$ cat config.mk
export PLATFORM = sky130hd
export DESIGN_NAME = tm1638_responder_flat
export DESIGN_NICKNAME = d
export VERILOG_FILES = /design/src/rtl/tm1638_responder_if.sv /design/src/rtl/tm1638_responder.sv /design/src/flat_wrapper.sv
export SDC_FILE = /design/constraint.sdc
export NUM_CORES = 1
export LEC_CHECK = 0
export ABC_CLOCK_PERIOD_IN_PS = 4150
export CAP_MARGIN = 15
export CORE_ASPECT_RATIO = 0.7
export CORE_MARGIN = 1
export CORE_UTILIZATION = 57
export CTS_BUF_LIST = sky130_fd_sc_hd__clkbuf_4 sky130_fd_sc_hd__clkbuf_8
export CTS_CLUSTER_SIZE = 30
export DETAILED_ROUTE_END_ITERATION = 10
export GPL_ROUTABILITY_DRIVEN = 0
export GPL_TIMING_DRIVEN = 0
export HOLD_SLACK_MARGIN = 0.15
export PLACE_DENSITY = 0.95
export SYNTH_ARGS = -nofsm -noshare
export SYNTH_HDL_FRONTEND = slang
export SYNTH_SLANG_ARGS = --single-unit
$ cat constraint.sdc
create_clock -name i_Clk -period 4.15 [get_ports i_Clk]
set_clock_uncertainty 0.1 [all_clocks]
set_input_delay 0.83 -clock i_Clk [delete_from_list [all_inputs] [get_ports i_Clk]]
set_output_delay 0.83 -clock i_Clk [all_outputs]
set_load 0.02 [all_outputs]
$ cat src/rtl/tm1638_responder_if.sv
// Three-wire TM1638 link (Stb/Clk/Dio) between the command master and the responder.
// Dio is split into the pin input side and the output/enable pair; the top level
// builds the tristate.
interface tm1638_responder_if;
    logic SPI_Stb;
    logic SPI_Clk;
    logic SPI_Dio_In;
    logic SPI_Dio_Out;
    logic SPI_Dio_En;

    modport master (
        output SPI_Stb,
        output SPI_Clk,
        output SPI_Dio_In,
        input  SPI_Dio_Out,
        input  SPI_Dio_En
    );

    modport slave (
        input  SPI_Stb,
        input  SPI_Clk,
        input  SPI_Dio_In,
        output SPI_Dio_Out,
        output SPI_Dio_En
    );
endinterface

$ cat src/rtl/tm1638_responder.sv
// TM1638-style serial responder: oversamples Stb/Clk/Dio on i_Clk, decodes
// command/address/data bytes into single-cycle strobes and shifts a key-scan
// word back out on Dio for read commands.
//
// state  | meaning
// IDLE   | no frame open (Stb high, or reset seen mid-frame)
// CMD    | collecting the command byte
// DATA   | collecting display RAM write bytes
// READ   | driving the latched key-scan word on falling edges
// IGNORE | any further byte in this frame is a protocol error
module tm1638_responder #(
    parameter int READ_WIDTH  = 32,
    parameter int SYNC_STAGES = 2
) (
    input  logic                  i_Clk,
    input  logic                  i_Rst,
    tm1638_responder_if.slave     spi,
    input  logic [READ_WIDTH-1:0] i_Keys,
    output logic                  o_Keys_Read,
    output logic                  o_Wr_Valid,
    output logic [3:0]            o_Wr_Addr,
    output logic [7:0]            o_Wr_Data,
    output logic                  o_Ctrl_Valid,
    output logic [3:0]            o_Ctrl,
    output logic                  o_Frame_Err
);
    localparam int IDX_W = $clog2(READ_WIDTH);

    typedef enum logic [2:0] {IDLE, CMD, DATA, READ, IGNORE} state_t;

    state_t r_State, w_State_Nxt;

    logic [SYNC_STAGES-1:0] r_Stb_Sync, r_Clk_Sync, r_Dio_Sync;
    logic                   r_Stb_D, r_Clk_D;
    logic [SYNC_STAGES:0]   r_Warm;
    logic [2:0]             r_Bit_Cnt;
    logic [7:0]             r_Shift;
    logic [3:0]             r_Addr;
    logic                   r_Fixed;
    logic [READ_WIDTH-1:0]  r_Keys;
    logic [IDX_W-1:0]       r_Rd_Idx;
    logic                   r_Rd_Done;
    logic                   r_Dout, r_En;

    logic w_Stb, w_Clk, w_Dio, w_Live;
    logic w_Stb_Fall, w_Stb_Rise, w_Stb_Edge, w_Clk_Rise, w_Clk_Fall;
    logic w_Shift_State, w_Byte_Done;
    logic [7:0] w_Byte;
    logic w_Wr_Go, w_Ctrl_Go, w_Keys_Go, w_Err_Go, w_Fixed_Ld, w_Addr_Ld;

    assign w_Stb = r_Stb_Sync[SYNC_STAGES-1];
    assign w_Clk = r_Clk_Sync[SYNC_STAGES-1];
    assign w_Dio = r_Dio_Sync[SYNC_STAGES-1];

    // Edges are masked until the synchronizers have flushed their reset values,
    // so a Stb held low through reset is not mistaken for a new frame.
    assign w_Live        = r_Warm[SYNC_STAGES];
    assign w_Stb_Fall    = w_Live & r_Stb_D & ~w_Stb;
    assign w_Stb_Rise    = w_Live & ~r_Stb_D & w_Stb;
    assign w_Stb_Edge    = w_Stb_Fall | w_Stb_Rise;
    assign w_Clk_Rise    = w_Live & ~r_Clk_D & w_Clk & ~w_Stb & ~w_Stb_Edge;
    assign w_Clk_Fall    = w_Live & r_Clk_D & ~w_Clk & ~w_Stb & ~w_Stb_Edge;
    assign w_Shift_State = (r_State == CMD) || (r_State == DATA) || (r_State == IGNORE);
    assign w_Byte        = {w_Dio, r_Shift[7:1]};
    assign w_Byte_Done   = w_Clk_Rise && w_Shift_State && (r_Bit_Cnt == 3'd7);

    assign spi.SPI_Dio_Out = r_Dout;
    assign spi.SPI_Dio_En  = r_En;

    // Pin synchronizers, delayed copies for edge detection, and warm-up mask.
    always_ff @(posedge i_Clk) begin
        if (i_Rst) begin
            r_Stb_Sync <= '1;
            r_Clk_Sync <= '1;
            r_Dio_Sync <= '0;
            r_Stb_D    <= 1'b1;
            r_Clk_D    <= 1'b1;
            r_Warm     <= '0;
        end else begin
            r_Stb_Sync <= {r_Stb_Sync[SYNC_STAGES-2:0], spi.SPI_Stb};
            r_Clk_Sync <= {r_Clk_Sync[SYNC_STAGES-2:0], spi.SPI_Clk};
            r_Dio_Sync <= {r_Dio_Sync[SYNC_STAGES-2:0], spi.SPI_Dio_In};
            r_Stb_D    <= w_Stb;
            r_Clk_D    <= w_Clk;
            r_Warm     <= {r_Warm[SYNC_STAGES-1:0], 1'b1};
        end
    end

    // State register.
    always_ff @(posedge i_Clk) begin
        if (i_Rst) r_State <= IDLE;
        else       r_State <= w_State_Nxt;
    end

    // Next-state and byte decode; Stb edges take priority over byte completion.
    always_comb begin
        w_State_Nxt = r_State;
        w_Wr_Go     = 1'b0;
        w_Ctrl_Go   = 1'b0;
        w_Keys_Go   = 1'b0;
        w_Err_Go    = 1'b0;
        w_Fixed_Ld  = 1'b0;
        w_Addr_Ld   = 1'b0;
        if (w_Stb_Fall) begin
            w_State_Nxt = CMD;
        end else if (w_Stb_Rise) begin
            w_State_Nxt = IDLE;
            w_Err_Go    = (r_Bit_Cnt != 3'd0) && (r_State != READ);
        end else if (w_Byte_Done) begin
            case (r_State)
                CMD: begin
                    case (w_Byte[7:6])
                        2'b01: begin
                            if (w_Byte[1]) begin
                                w_Keys_Go   = 1'b1;
                                w_State_Nxt = READ;
                            end else begin
                                w_Fixed_Ld  = 1'b1;
                                w_State_Nxt = IGNORE;
                            end
                        end
                        2'b11: begin
                            w_Addr_Ld   = 1'b1;
                            w_State_Nxt = DATA;
                        end
                        2'b10: begin
                            w_Ctrl_Go   = 1'b1;
                            w_State_Nxt = IGNORE;
                        end
                        default: begin
                            w_Err_Go    = 1'b1;
                            w_State_Nxt = IGNORE;
                        end
                    endcase
                end
                DATA:    w_Wr_Go  = 1'b1;
                IGNORE:  w_Err_Go = 1'b1;
                default: ;
            endcase
        end
    end

    // Byte shifter, register file updates, output strobes and the read shifter.
    always_ff @(posedge i_Clk) begin
        if (i_Rst) begin
            r_Bit_Cnt    <= '0;
            r_Shift      <= '0;
            r_Addr       <= '0;
            r_Fixed      <= 1'b0;
            r_Keys       <= '0;
            r_Rd_Idx     <= '0;
            r_Rd_Done    <= 1'b0;
            r_Dout       <= 1'b0;
            r_En         <= 1'b0;
            o_Keys_Read  <= 1'b0;
            o_Wr_Valid   <= 1'b0;
            o_Wr_Addr    <= '0;
            o_Wr_Data    <= '0;
            o_Ctrl_Valid <= 1'b0;
            o_Ctrl       <= '0;
            o_Frame_Err  <= 1'b0;
        end else begin
            o_Wr_Valid   <= w_Wr_Go;
            o_Ctrl_Valid <= w_Ctrl_Go;
            o_Keys_Read  <= w_Keys_Go;
            o_Frame_Err  <= w_Err_Go;

            if (w_Stb_Edge) begin
                r_Bit_Cnt <= '0;
            end else if (w_Clk_Rise && w_Shift_State) begin
                r_Bit_Cnt <= r_Bit_Cnt + 3'd1;
                r_Shift   <= w_Byte;
            end

            if (w_Wr_Go) begin
                o_Wr_Addr <= r_Addr;
                o_Wr_Data <= w_Byte;
                if (!r_Fixed) r_Addr <= r_Addr + 4'd1;
            end
            if (w_Addr_Ld)  r_Addr  <= w_Byte[3:0];
            if (w_Fixed_Ld) r_Fixed <= w_Byte[2];
            if (w_Ctrl_Go)  o_Ctrl  <= w_Byte[3:0];
            if (w_Keys_Go) begin
                r_Keys    <= i_Keys;
                r_Rd_Idx  <= '0;
                r_Rd_Done <= 1'b0;
            end

            if (w_Stb_Edge) begin
                r_En <= 1'b0;
            end else if (r_State == READ) begin
                if (w_Clk_Fall && !r_Rd_Done) begin
                    r_En   <= 1'b1;
                    r_Dout <= r_Keys[r_Rd_Idx];
                end else if (w_Clk_Rise && r_En) begin
                    if (r_Rd_Idx == IDX_W'(READ_WIDTH - 1)) begin
                        r_Rd_Done <= 1'b1;
                        r_En      <= 1'b0;
                    end else begin
                        r_Rd_Idx <= r_Rd_Idx + 1'b1;
                    end
                end
            end
        end
    end
endmodule

$ cat src/flat_wrapper.sv
// flat-port wrapper written by rule: the top's interface ports become plain ports
module tm1638_responder_flat 
#(
    parameter int READ_WIDTH  = 32,
    parameter int SYNC_STAGES = 2
)
  (i_Clk, i_Rst, i_Keys, o_Keys_Read, o_Wr_Valid, o_Wr_Addr, o_Wr_Data, o_Ctrl_Valid, o_Ctrl, o_Frame_Err, spi_SPI_Stb, spi_SPI_Clk, spi_SPI_Dio_In, spi_SPI_Dio_Out, spi_SPI_Dio_En);
  tm1638_responder_if spi_i ();
  input  logic i_Clk;
  input  logic i_Rst;
  input  logic [READ_WIDTH-1:0] i_Keys;
  output logic o_Keys_Read;
  output logic o_Wr_Valid;
  output logic [3:0] o_Wr_Addr;
  output logic [7:0] o_Wr_Data;
  output logic o_Ctrl_Valid;
  output logic [3:0] o_Ctrl;
  output logic o_Frame_Err;
  input wire logic [$bits(spi_i.SPI_Stb)-1:0] spi_SPI_Stb;
  input wire logic [$bits(spi_i.SPI_Clk)-1:0] spi_SPI_Clk;
  input wire logic [$bits(spi_i.SPI_Dio_In)-1:0] spi_SPI_Dio_In;
  output wire logic [$bits(spi_i.SPI_Dio_Out)-1:0] spi_SPI_Dio_Out;
  output wire logic [$bits(spi_i.SPI_Dio_En)-1:0] spi_SPI_Dio_En;
  assign spi_i.SPI_Stb = spi_SPI_Stb;
  assign spi_i.SPI_Clk = spi_SPI_Clk;
  assign spi_i.SPI_Dio_In = spi_SPI_Dio_In;
  assign spi_SPI_Dio_Out = spi_i.SPI_Dio_Out;
  assign spi_SPI_Dio_En = spi_i.SPI_Dio_En;
  tm1638_responder #(.READ_WIDTH(READ_WIDTH), .SYNC_STAGES(SYNC_STAGES)) u_core (.i_Clk(i_Clk), .i_Rst(i_Rst), .spi(spi_i), .i_Keys(i_Keys), .o_Keys_Read(o_Keys_Read), .o_Wr_Valid(o_Wr_Valid), .o_Wr_Addr(o_Wr_Addr), .o_Wr_Data(o_Wr_Data), .o_Ctrl_Valid(o_Ctrl_Valid), .o_Ctrl(o_Ctrl), .o_Frame_Err(o_Frame_Err));
endmodule
== Yosys cells after proc, flatten, opt, wreduce, memory -nomap -nowiden ==
Cells that the tools add are included.
Storage, ports and cells
  memories: 0
  ROM bits: 0
  latch bits: 0
  bits in writable memories: 0
  register bits after elaboration: 90
  logic and storage cells: 139
  output and inout port bits: 22
  input bits: 37
Cells by class
  multipliers: 0
  shift-type cells: 0
  eq/ne operators: 11
  bitwise gates (word level): 18
  div/mod/pow operators: 0
  add/subtract/negate cells: 3
  reductions and logical operators: 24
  magnitude comparators: 1
  mux-type cells: 57
Operator list (number)
  two-way mux 1 bit: 44
  two-way mux 5 bit: 6
  bitwise AND 1 bit: 12
  two-way mux 4 bit: 3
  nonzero test 3 bit: 3
  AND reduction 2 bit: 4
  == test 3 x 2 -> 1 bit, second input constant: 2
  == test 3 bit, second input constant: 2
  less-than comparator 5 x 6 -> 1 bit, second input constant: 1
  one-hot mux 3 bit (2 select lines): 1
  AND reduction 3 bit: 2
  nonzero test 2 bit: 3
  OR reduction 3 bit: 2
  adder 5 x 1 -> 5 bit, second input constant: 1
  binary-select mux 1 bit (select 5 bit): 1
  == test 5 bit, second input constant: 1
  logical AND 1 bit: 5
  inverter 1 bit: 5
  adder 4 x 1 -> 4 bit, second input constant: 1
  == test 2 bit, second input constant: 2
  OR reduction 2 bit: 2
  adder 3 x 1 -> 3 bit, second input constant: 1
  == test 3 x 1 -> 1 bit, second input constant: 1
  two-way mux 3 bit: 1
  7 further kinds: 8

== Longest topological paths before layout ==
Gate-level depths: netlist (run 1).
  depth after elaboration: 17
  depth in mapped cells: 9

== Worst setup path before layout (run 1) ==
No wires, ideal clock.
  kind: register to register
  start point: register u_core.r_Bit_Cnt[0]
  end point: register u_core.r_Keys[10]
  slack: 2.090 ns
  setup time: 0.132 ns
  arrival time: 1.828 ns
  stages on the path, launching flop included: 10
  clock period less this slack: 2.060 ns
  required time: 3.918 ns
  cell sequence: dfxtp_1 -> ha_1 -> ha_1 -> and4bb_1 -> nand4_2 -> or3_1 -> buf_4 -> buf_2 -> nand2_1 -> a21oi_1
Between the ends
  longest elaborated chain between the ends: 5
RTL lines
  start, declared: line tm1638_responder.sv:36  | logic [2:0] r_Bit_Cnt;
  start signal, assigned: line tm1638_responder.sv:171  | r_Bit_Cnt <= r_Bit_Cnt + 3'd1;
  == test 3 bit: line tm1638_responder.sv:65  | assign w_Byte_Done = w_Clk_Rise && w_Shift_State && (r_Bit_Cnt == 3'd7);
  logical AND 1 bit: line tm1638_responder.sv:65
  two-way mux 1 bit: line tm1638_responder.sv:109  | end else if (w_Byte_Done) begin
  two-way mux 1 bit: line tm1638_responder.sv:106  | end else if (w_Stb_Rise) begin
  two-way mux 1 bit: line tm1638_responder.sv:104  | if (w_Stb_Fall) begin
  end signal, assigned: line tm1638_responder.sv:184  | r_Keys <= i_Keys;
  end, declared: line tm1638_responder.sv:40  | logic [READ_WIDTH-1:0] r_Keys;
Every way passes these cells.
A chain may end at the register's enable or synchronous reset.

== Worst setup path in the final report (run 1) ==
  start point: register u_core.r_Bit_Cnt[0]
  end point: register u_core.r_Keys[29]
The elaborated chain is that of the path after synthesis.

==> summary.md, run 1 <==
| Metric | Value |
|---|---|
| Dominant synthesized flop cell | dfxtp_1 |
| HP Start | u_core.r_Clk_Sync[0]$_SDFF_PP1_ |
| Worst R2R Path Depth | 8 |
| Logic pwr share | 0.042 |
| Post-synthesis sequential area ratio | 0.474 |
| Initial Util | 0.596 |
| Number of remaining DRC errors | 0 |
| Vias in the first global route | 3003 |
| WP data arrival | 2.80 ns |
| Final Core Density | 0.732 |
| Post-synth EDFFs | 0 |
| Synth Register Bits | 89 |
| Die width | 99.0 um |
| FP Rows | 24 |
| Xor/xnor share of the synthesized area | 0.0113 |
| Outcome | finished clean |
| Vias per cell | 5.76 |
| Post-CTS sizing | 0 |
| Net switching power | 330 uW |
| Final setup fails | 0 |
| Compound-Gate Fraction of Synth Area | 0.105 |
| Max incr delay on CP | 0.61 ns |
| Clock Latency Late Sink | 0.36 ns |
| Sw Share | 0.218 |
| Synthesized net count | 453 |
| Initial antenna violation count | 0 |
| Nets | 521 |
| Clock transition at the registers of the reported paths | 0.08 ns |
| Static Leakage | 1.67 nW |
| Setup TNS | 0 ns |
| R2R Setup Slk | 1.52 ns |
| DRT iter0 DRCs | 281 |
| Post-Synth Simple-Gate Area | 0.228 |
| Critical path peak fanout | 10 |
| Final Max Tran Viols | 0 |
| Gr usage total | 0.272 |
| Syn Inst Count | 410 |
| Largest family of logic cells by synthesized area | simple AND/OR/NAND/NOR gates |
| Syn. warnings | 0 |
| Largest net degree at the start of global routing | 15 |
| Worst reg2reg startpoint | u_core.r_Bit_Cnt[0]$_SDFFE_PP0N_ |
| CP startpoint kind | flip-flop |
| Antenna cell count | 0 |
| 1st-pass router iterations | 5 |
| Non-filler cells, final | 560 |
| Pwr dens | 328 nW/um2 |
| Area Growth Syn to Fin | 22.9% |
| Remaining Overflow, GRT | 0 |
| Share of cells above drive strength 1 | 0.110 |
| ANT nets after route | 0 |
| Syn avg cell area | 9.16 um2 |
| Register area | 1780 um2 |
| First-pass GRT wire length | 14600 um |
| Clock power frac | 0.389 |
| Cell variety after synth | 48 |
| Crit path max-delay cell type | nor3_2 |
| DR WL met3 | 625 um |
| End of the worst register-to-register path | u_core.r_Keys[29]$_SDFFE_PP0P_ |
| Via count | 3224 |
| Worst-margin pin slew | 0.645 ns |
| CP Capture Type | flip-flop |
| Top Metal Used | met4 |
| Int Pwr | 1.19 mW |
| Sequential power share | 0.569 |
| Die footprint | 6920 um2 |
| Placed insts | 545 |
| Crit path cell chain | ha_1 > ha_1 > and4bb_1 > nand4_2 > nor3_2 > buf_2 > nand2_1 > a21oi_1 |
| Max_slew headroom | 0.568 |
| CTS tree | built |
| Metal-1 WL | 3960 um |
| Fill count | 450 |
| Multi-input gate area | 1830 um2 |
| Die height | 69.9 um |
| Met2 wire len | 4210 um |
| Post-DP HPWL | 6190 um |
| Tmin final | 2.63 ns |
| # IOs | 59 |
| Worst hold-check path type | flip-flop to flip-flop |
| Synth Cell Area | 3760 um2 |
| Share of flip-flops with an asynchronous set or reset | 0 |
| Fin. Hold Viols | 0 |
| Top Family by Delay on Critical Path | simple AND/OR/NAND/NOR gates |
| Critical Path Most Common Cell | ha_1 |
| Hold EP | u_core.r_Clk_Sync[1]$_SDFF_PP1_ |
| Port-buffer cells | 57 |
| Buf+Inv Stages, Crit Path | 1 |
| Post-CTS Setup Repair Bufs | 0 |
| Clock Root Buffer | clkbuf_8 |
| WL final | 8940 um |
| DR WL/cell | 16.0 um |
| Max Freq | 381 MHz |
| Maximum VDD drop | 0.223 mV |
| Num CTS Buffers | 9 |
| # hold bufs at CTS | 0 |
| Hold Crit Depth | 1 |
| Synth Area in Adders | 0.0200 |
| Setup CP Type | flip-flop to flip-flop |
| Overall power | 1.52 mW |
| Period utilisation layout | 0.633 |
| Max-cap viol count | 0 |
| CP required | 4.33 ns |
| CTS Sinks | 89 |
| H-tree depth | 3 |
| CORE AREA | 6310 um2 |
| Mux contribution to synthesized area | 0.123 |
| CTS Buffer Depth | 2 |
| RSZ-0062 raised after global routing | false |
[cell usage after synthesis, drive strengths merged, types with 3 or more instances]
cell type	count	share of area
dfxtp	89	0.47
nand2	74	0.074
a21oi	48	0.064
nor2	41	0.041
mux2i	27	0.072
clkbuf	15	0.015
buf	11	0.017
or2	10	0.017
nor2b	9	0.015
mux4	8	0.048
nor3	8	0.013
inv	7	0.0070
ha	6	0.020
nand3	6	0.0080
nand3b	5	0.010
nor4	5	0.014
a211oi	3	0.0060
nand2b	3	0.0050
o21ai	3	0.0040
xor2	3	0.0090
[per-stage QoR]
| step | instance area [um2] | worst slack, ns | hold WS, ns |
|---|---|---|---|
| 2_1_floorplan | 3760 | 2.09 | 0.289 |
| 3_3_place_gp | 4420 | 1.80 | 0.299 |
| 3_5_place_dp | 4420 | 1.69 | 0.303 |
| 4_1_cts | 4620 | 1.63 | 0.324 |
| 5_1_grt | 4620 | 1.43 | 0.344 |
| 6_report | 4620 | 1.52 | 0.322 |
[final cells by class]
| type | instances | area share |
|---|---|---|
| multi-input cells | 288 | 0.396 |
| well taps | 78 | 0.0211 |
| repair buffers | 57 | 0.124 |
| clock inverters | 4 | 0.0117 |
| clock buffers | 11 | 0.0301 |
| flip-flops and latches | 89 | 0.386 |
| inverters | 7 | 0.00569 |
| plain buffers | 26 | 0.0257 |
[flip-flops by register name (all words and copies together) (netlist names), 2 cells and up]
| name | count |
|---|---|
| u_core.o_Ctrl | 4 |
| u_core.o_Wr_Addr | 4 |
| u_core.o_Wr_Data | 8 |
| u_core.r_Addr | 4 |
| u_core.r_Bit_Cnt | 3 |
| u_core.r_Clk_Sync | 2 |
| u_core.r_Dio_Sync | 2 |
| u_core.r_Keys | 32 |
| u_core.r_Rd_Idx | 5 |
| u_core.r_Shift | 7 |
| u_core.r_State | 3 |
| u_core.r_Stb_Sync | 2 |
| u_core.r_Warm | 3 |
[per-layer routing]
layer  global-route usage  up-vias
li1                     -     1545
met1                0.362     1509
met2                0.435      148
met3               0.0811       22
met4               0.0680        0
met5                    0        -
[power groups by stage]
stage	combinational [mW]	clock, mW	sequential (mW)
floorplan	0.0222	0	0.881
global placement	0.0616	0	0.882
detailed placement	0.0628	0	0.882
CTS	0.0633	0.591	0.862
global route	0.0680	0.631	0.863
finish	0.0642	0.590	0.862
[kinds of logic after synthesis]
kind of cell	Yosys count
AND/OR/NAND/NOR	175
flip-flops	89
AO/OA/AOI/OAI	67
multiplexers	36
buffers and inverters	33
adder cells (fa/ha/maj)	6
XOR/XNOR	4
[placed cells by master, fill, tap and decap left out, types with 3 or more instances in the layout]
cell,Yosys,layout
a211oi_1,3,3
a21oi_1,48,48
buf_2,8,8
buf_4,3,3
clkbuf_1,15,15
clkbuf_8,0,9
clkdlybuf4s50_1,0,57
dfxtp_1,89,89
ha_1,6,6
inv_1,7,7
mux2i_1,27,27
mux4_2,8,8
nand2_1,74,74
nand2b_1,3,3
nand3_1,6,6
nand3b_1,5,5
nor2_1,41,41
nor2b_1,9,9
nor3_1,6,6
nor4_1,3,3
o21ai_0,3,3
or2_2,9,9
[worst max path at each step]
| stage | start | to | slack, ns | depth (start not counted) |
|---|---|---|---|---|
| after floorplan | u_core.r_Bit_Cnt[0]$_SDFFE_PP0N_ | u_core.r_Keys[10]$_SDFFE_PP0P_ | 2.09 | 9 |
| after global placement | u_core.r_Bit_Cnt[0]$_SDFFE_PP0N_ | u_core.r_Keys[24]$_SDFFE_PP0P_ | 1.80 | 8 |
| after detailed placement | u_core.r_Bit_Cnt[0]$_SDFFE_PP0N_ | u_core.r_Keys[29]$_SDFFE_PP0P_ | 1.69 | 8 |
| after CTS | u_core.r_Bit_Cnt[0]$_SDFFE_PP0N_ | u_core.r_Keys[29]$_SDFFE_PP0P_ | 1.63 | 8 |
| after global routing | u_core.r_Bit_Cnt[0]$_SDFFE_PP0N_ | u_core.r_Keys[29]$_SDFFE_PP0P_ | 1.43 | 8 |
| final | u_core.r_Bit_Cnt[0]$_SDFFE_PP0N_ | u_core.r_Keys[29]$_SDFFE_PP0P_ | 1.52 | 8 |
[worst register-to-register path, cell delays in order (launching register included)]
cell and delay (ns):
dfxtp_1 0.39, ha_1 0.18, ha_1 0.17, and4bb_1 0.25, nand4_2 0.24, nor3_2 0.61
buf_2 0.34, nand2_1 0.12, a21oi_1 0.17
Note: power is estimated with default switching activity, not from simulation.
==> run 2: changes to the inputs <==
Settings changed: ABC_CLOCK_PERIOD_IN_PS 4150 to 2140, CORE_UTILIZATION 57 to 50, PLACE_DENSITY 0.95 to 0.89.
Clock period 4.15 ns to 2.14 ns, I/O delays scaled along.
==> run 2 against run 1 <==
Largest cell class unchanged. Highest routed layer unchanged. Wire length down 0.48%. Via count fell by 1.5%. First-iteration DRC count is 23% lower. Total power is 90% higher. Sequential share of layout area decreased by 0.95 points. Critical endpoint is now u_core.r_Rd_Idx[0]$_SDFF_PP0_. Critical path depth fell by 3. Combinational power increased by 95%. Worst hold slack lost 0.0069 ns.
==> summary.md, run 2 (synthesis gave the netlist of run 1 again) <==
| Metric | Value |
|---|---|
| Outcome | finished clean |
| CP startpoint kind | flip-flop |
| DP Area | 4450 um2 (+0.57%) |
| Final Max Tran Viols | 0 (unchanged) |
| First-pass GRT wire length | 14400 um (-0.86%) |
| Cell depth of the worst setup path | 5 (-3) |
| Largest net degree at the start of global routing | 17 (+2) |
| Worst R2R Path Depth | 5 (-3) |
| CTS Buffer Depth | 2 (unchanged) |
| Fin. Hold Viols | 0 (unchanged) |
| Max Freq | 471 MHz (+24%) |
| ANT nets after route | 0 (unchanged) |
| Top flop regs | u_core.r_Keys: 32 flops, u_core.o_Wr_Data: 8 flops, u_core.r_Shift: 7 flops |
| Clock Latency Late Sink | 0.36 ns (about the same) |
| Die width | 106 um (+6.6%) |
| Most frequent cells in the layout | dfxtp_1 (87), nand2_1 (74), clkdlybuf4s50_1 (57) |
| CP Capture Type | flip-flop |
| Via count | 3175 (-1.5%) |
| Hold Crit Depth | 1 (unchanged) |
| Critical path peak fanout | 8 (-2) |
| Vias in the first global route | 3084 (+2.7%) |
| Antenna cell count | 0 (unchanged) |
| Max_slew headroom | 0.622 (+0.0544) |
| WL final | 8900 um (-0.48%) |
| CORE AREA | 7290 um2 (+16%) |
| FP Rows | 26 (+8.3%) |
| Die height | 74.5 um (+6.6%) |
| CP required | 2.33 ns (-2.00 ns) |
| Fin area | 4740 um2 (+2.7%) |
| Area Growth Syn to Fin | 26.2% |
| H-tree depth | 3 (unchanged) |
| CTS Sinks | 89 (unchanged) |
| Final setup fails | 0 (unchanged) |
| Multi-input gate area | 1870 um2 (+2.1%) |
| DR WL met3 | 600 um (-4.0%) |
| Register area | 1780 um2 (+0.14%) |
| Number of flip-flops in the largest register | 32 (unchanged) |
| Top Family by Delay on Critical Path | simple AND/OR/NAND/NOR gates |
| Fill count | 582 (+29%) |
| Share of cells above drive strength 1 | 0.140 (+0.0302) |
| Clock transition at the registers of the reported paths | 0.08 ns (about the same) |
| Commonest non-fill, non-tap cell in the layout | dfxtp_1 |
| Top Metal Used | met4 |
| Initial Util | 0.515 (-0.0802) |
| Num CTS Buffers | 9 (unchanged) |
| Number of remaining DRC errors | 0 (unchanged) |
| Clock Root Buffer | clkbuf_8 |
| Max incr delay on CP | 0.63 ns (+0.02 ns) |
| Post-DP HPWL | 6210 um (+0.19%) |
| Tmin final | 2.12 ns (-0.504 ns) |
| Vias per cell | 5.45 (-5.4%) |
| Max-cap viol count | 0 (unchanged) |
| Worst hold margin | 0.315 ns (-0.00687 ns) |
| Gr usage total | 0.238 (-0.0338) |
| # IOs | 59 (unchanged) |
| DRT iter0 DRCs | 217 (-23%) |
| Setup CP Type | flip-flop to flip-flop |
| 1st-pass router iterations | 4 (-1) |
| Crit path cell chain | or4b_1 > o211ai_1 > buf_4 > nand3_1 > a21oi_1 |
| Static Leakage | 1.73 nW (+3.7%) |
| Port-buffer cells | 57 (unchanged) |
| Die footprint | 7870 um2 (+14%) |
| Setup TNS | 0 ns (unchanged) |
| Period utilisation layout | 0.991 (+0.359) |
| Pwr dens | 609 nW/um2 (+86%) |
| Largest Register | u_core.r_Keys |
| Metal-1 WL | 4040 um (+2.0%) |
| WP data arrival | 2.31 ns (-0.49 ns) |
| Nets | 523 (+0.38%) |
| DR WL/cell | 15.3 um (-4.4%) |
| Worst-margin pin slew | 0.567 ns (-0.0781 ns) |
| Maximum VDD drop | 0.366 mV (+64%) |
| Met2 wire len | 4100 um (-2.7%) |
| Crit path max-delay cell type | or4b_1 |
| CTS tree | built |
| Worst hold-check path type | flip-flop to flip-flop |
| Buf+Inv Stages, Crit Path | 1 (unchanged) |
| RSZ-0062 raised after global routing | true |
| Remaining Overflow, GRT | 0 (unchanged) |
| Initial antenna violation count | 0 (unchanged) |
[run 2: cell count changes in the layout (fill, tap and decap cells not counted), sizes merged]
cell	previous run	this run
bufinv	1	0
buf	11	15
inv	8	10
clkinvlp	2	0
clkbuf	26	23
clkinv	0	3
[run 2: worst reg2reg max path, cell delays in order, from the launching register on]
cell and delay, ns:
dfxtp_1 0.41, or4b_1 0.63, o211ai_1 0.50, buf_4 0.21, nand3_1 0.09, a21oi_1 0.13
[run 2: power breakdown]
part	leakage, nW	switching [mW]	internal (mW)
sequential	0.720	0.00858	1.66
clock	0.0989	0.622	0.468
combinational	0.908	0.0530	0.0723
total	1.73	0.683	2.20
[run 2: metrics by stage]
step                      total power [mW]  utilization  instances  worst slack, ns
after floorplan                       1.75            -        410           0.0801
after global placement                1.83        0.611        565           -0.222
after detailed placement              1.83        0.611        565           -0.309
after CTS                             2.91        0.640        582           0.0189
after global routing                  2.99        0.650        583          -0.0420
final                                 2.89        0.650        583           0.0190
[run 2: worst paths after layout]
path,start,endpoint,slack [ns]
worst max-delay path,u_core.r_Stb_Sync[1]$_SDFF_PP1_,u_core.r_Rd_Idx[0]$_SDFF_PP0_,0.02
worst min register to register,u_core.r_Clk_Sync[0]$_SDFF_PP1_,u_core.r_Clk_Sync[1]$_SDFF_PP1_,0.31
worst max register to register,u_core.r_Stb_Sync[1]$_SDFF_PP1_,u_core.r_Rd_Idx[0]$_SDFF_PP0_,0.02
worst min-delay path,u_core.r_Clk_Sync[0]$_SDFF_PP1_,u_core.r_Clk_Sync[1]$_SDFF_PP1_,0.31
[run 2: what timing repair did]
item	4_1_cts	5_1_grt
buffers inserted	1	4
hold buffers	0	0
pin swaps	3	2
cloned	0	0
resized for setup	8	22
setup endpoints to repair	45	58
[run 2: layer usage]
metal | vias up | global-route usage
met5 | - | 0
li1 | 1550 | -
met3 | 13 | 0.0666
met4 | 0 | 0.0849
met2 | 106 | 0.398
met1 | 1506 | 0.301
[run 2: layout make-up]
type,instances,share of cell area
Buffer,23,0.0309
Inverter,7,0.00554
Timing Repair Buffer,62,0.128
Clock buffer,10,0.0290
Multi-Input combinational cell,288,0.394
Tap cell,98,0.0259
Sequential cell,89,0.376
Clock inverter,6,0.0100
==> run 3: changes to the inputs <==
Settings changed: SLEW_MARGIN set to 30.
==> results of run 3 <==
Final layout, timing and power as in run 2 (identical DEF).
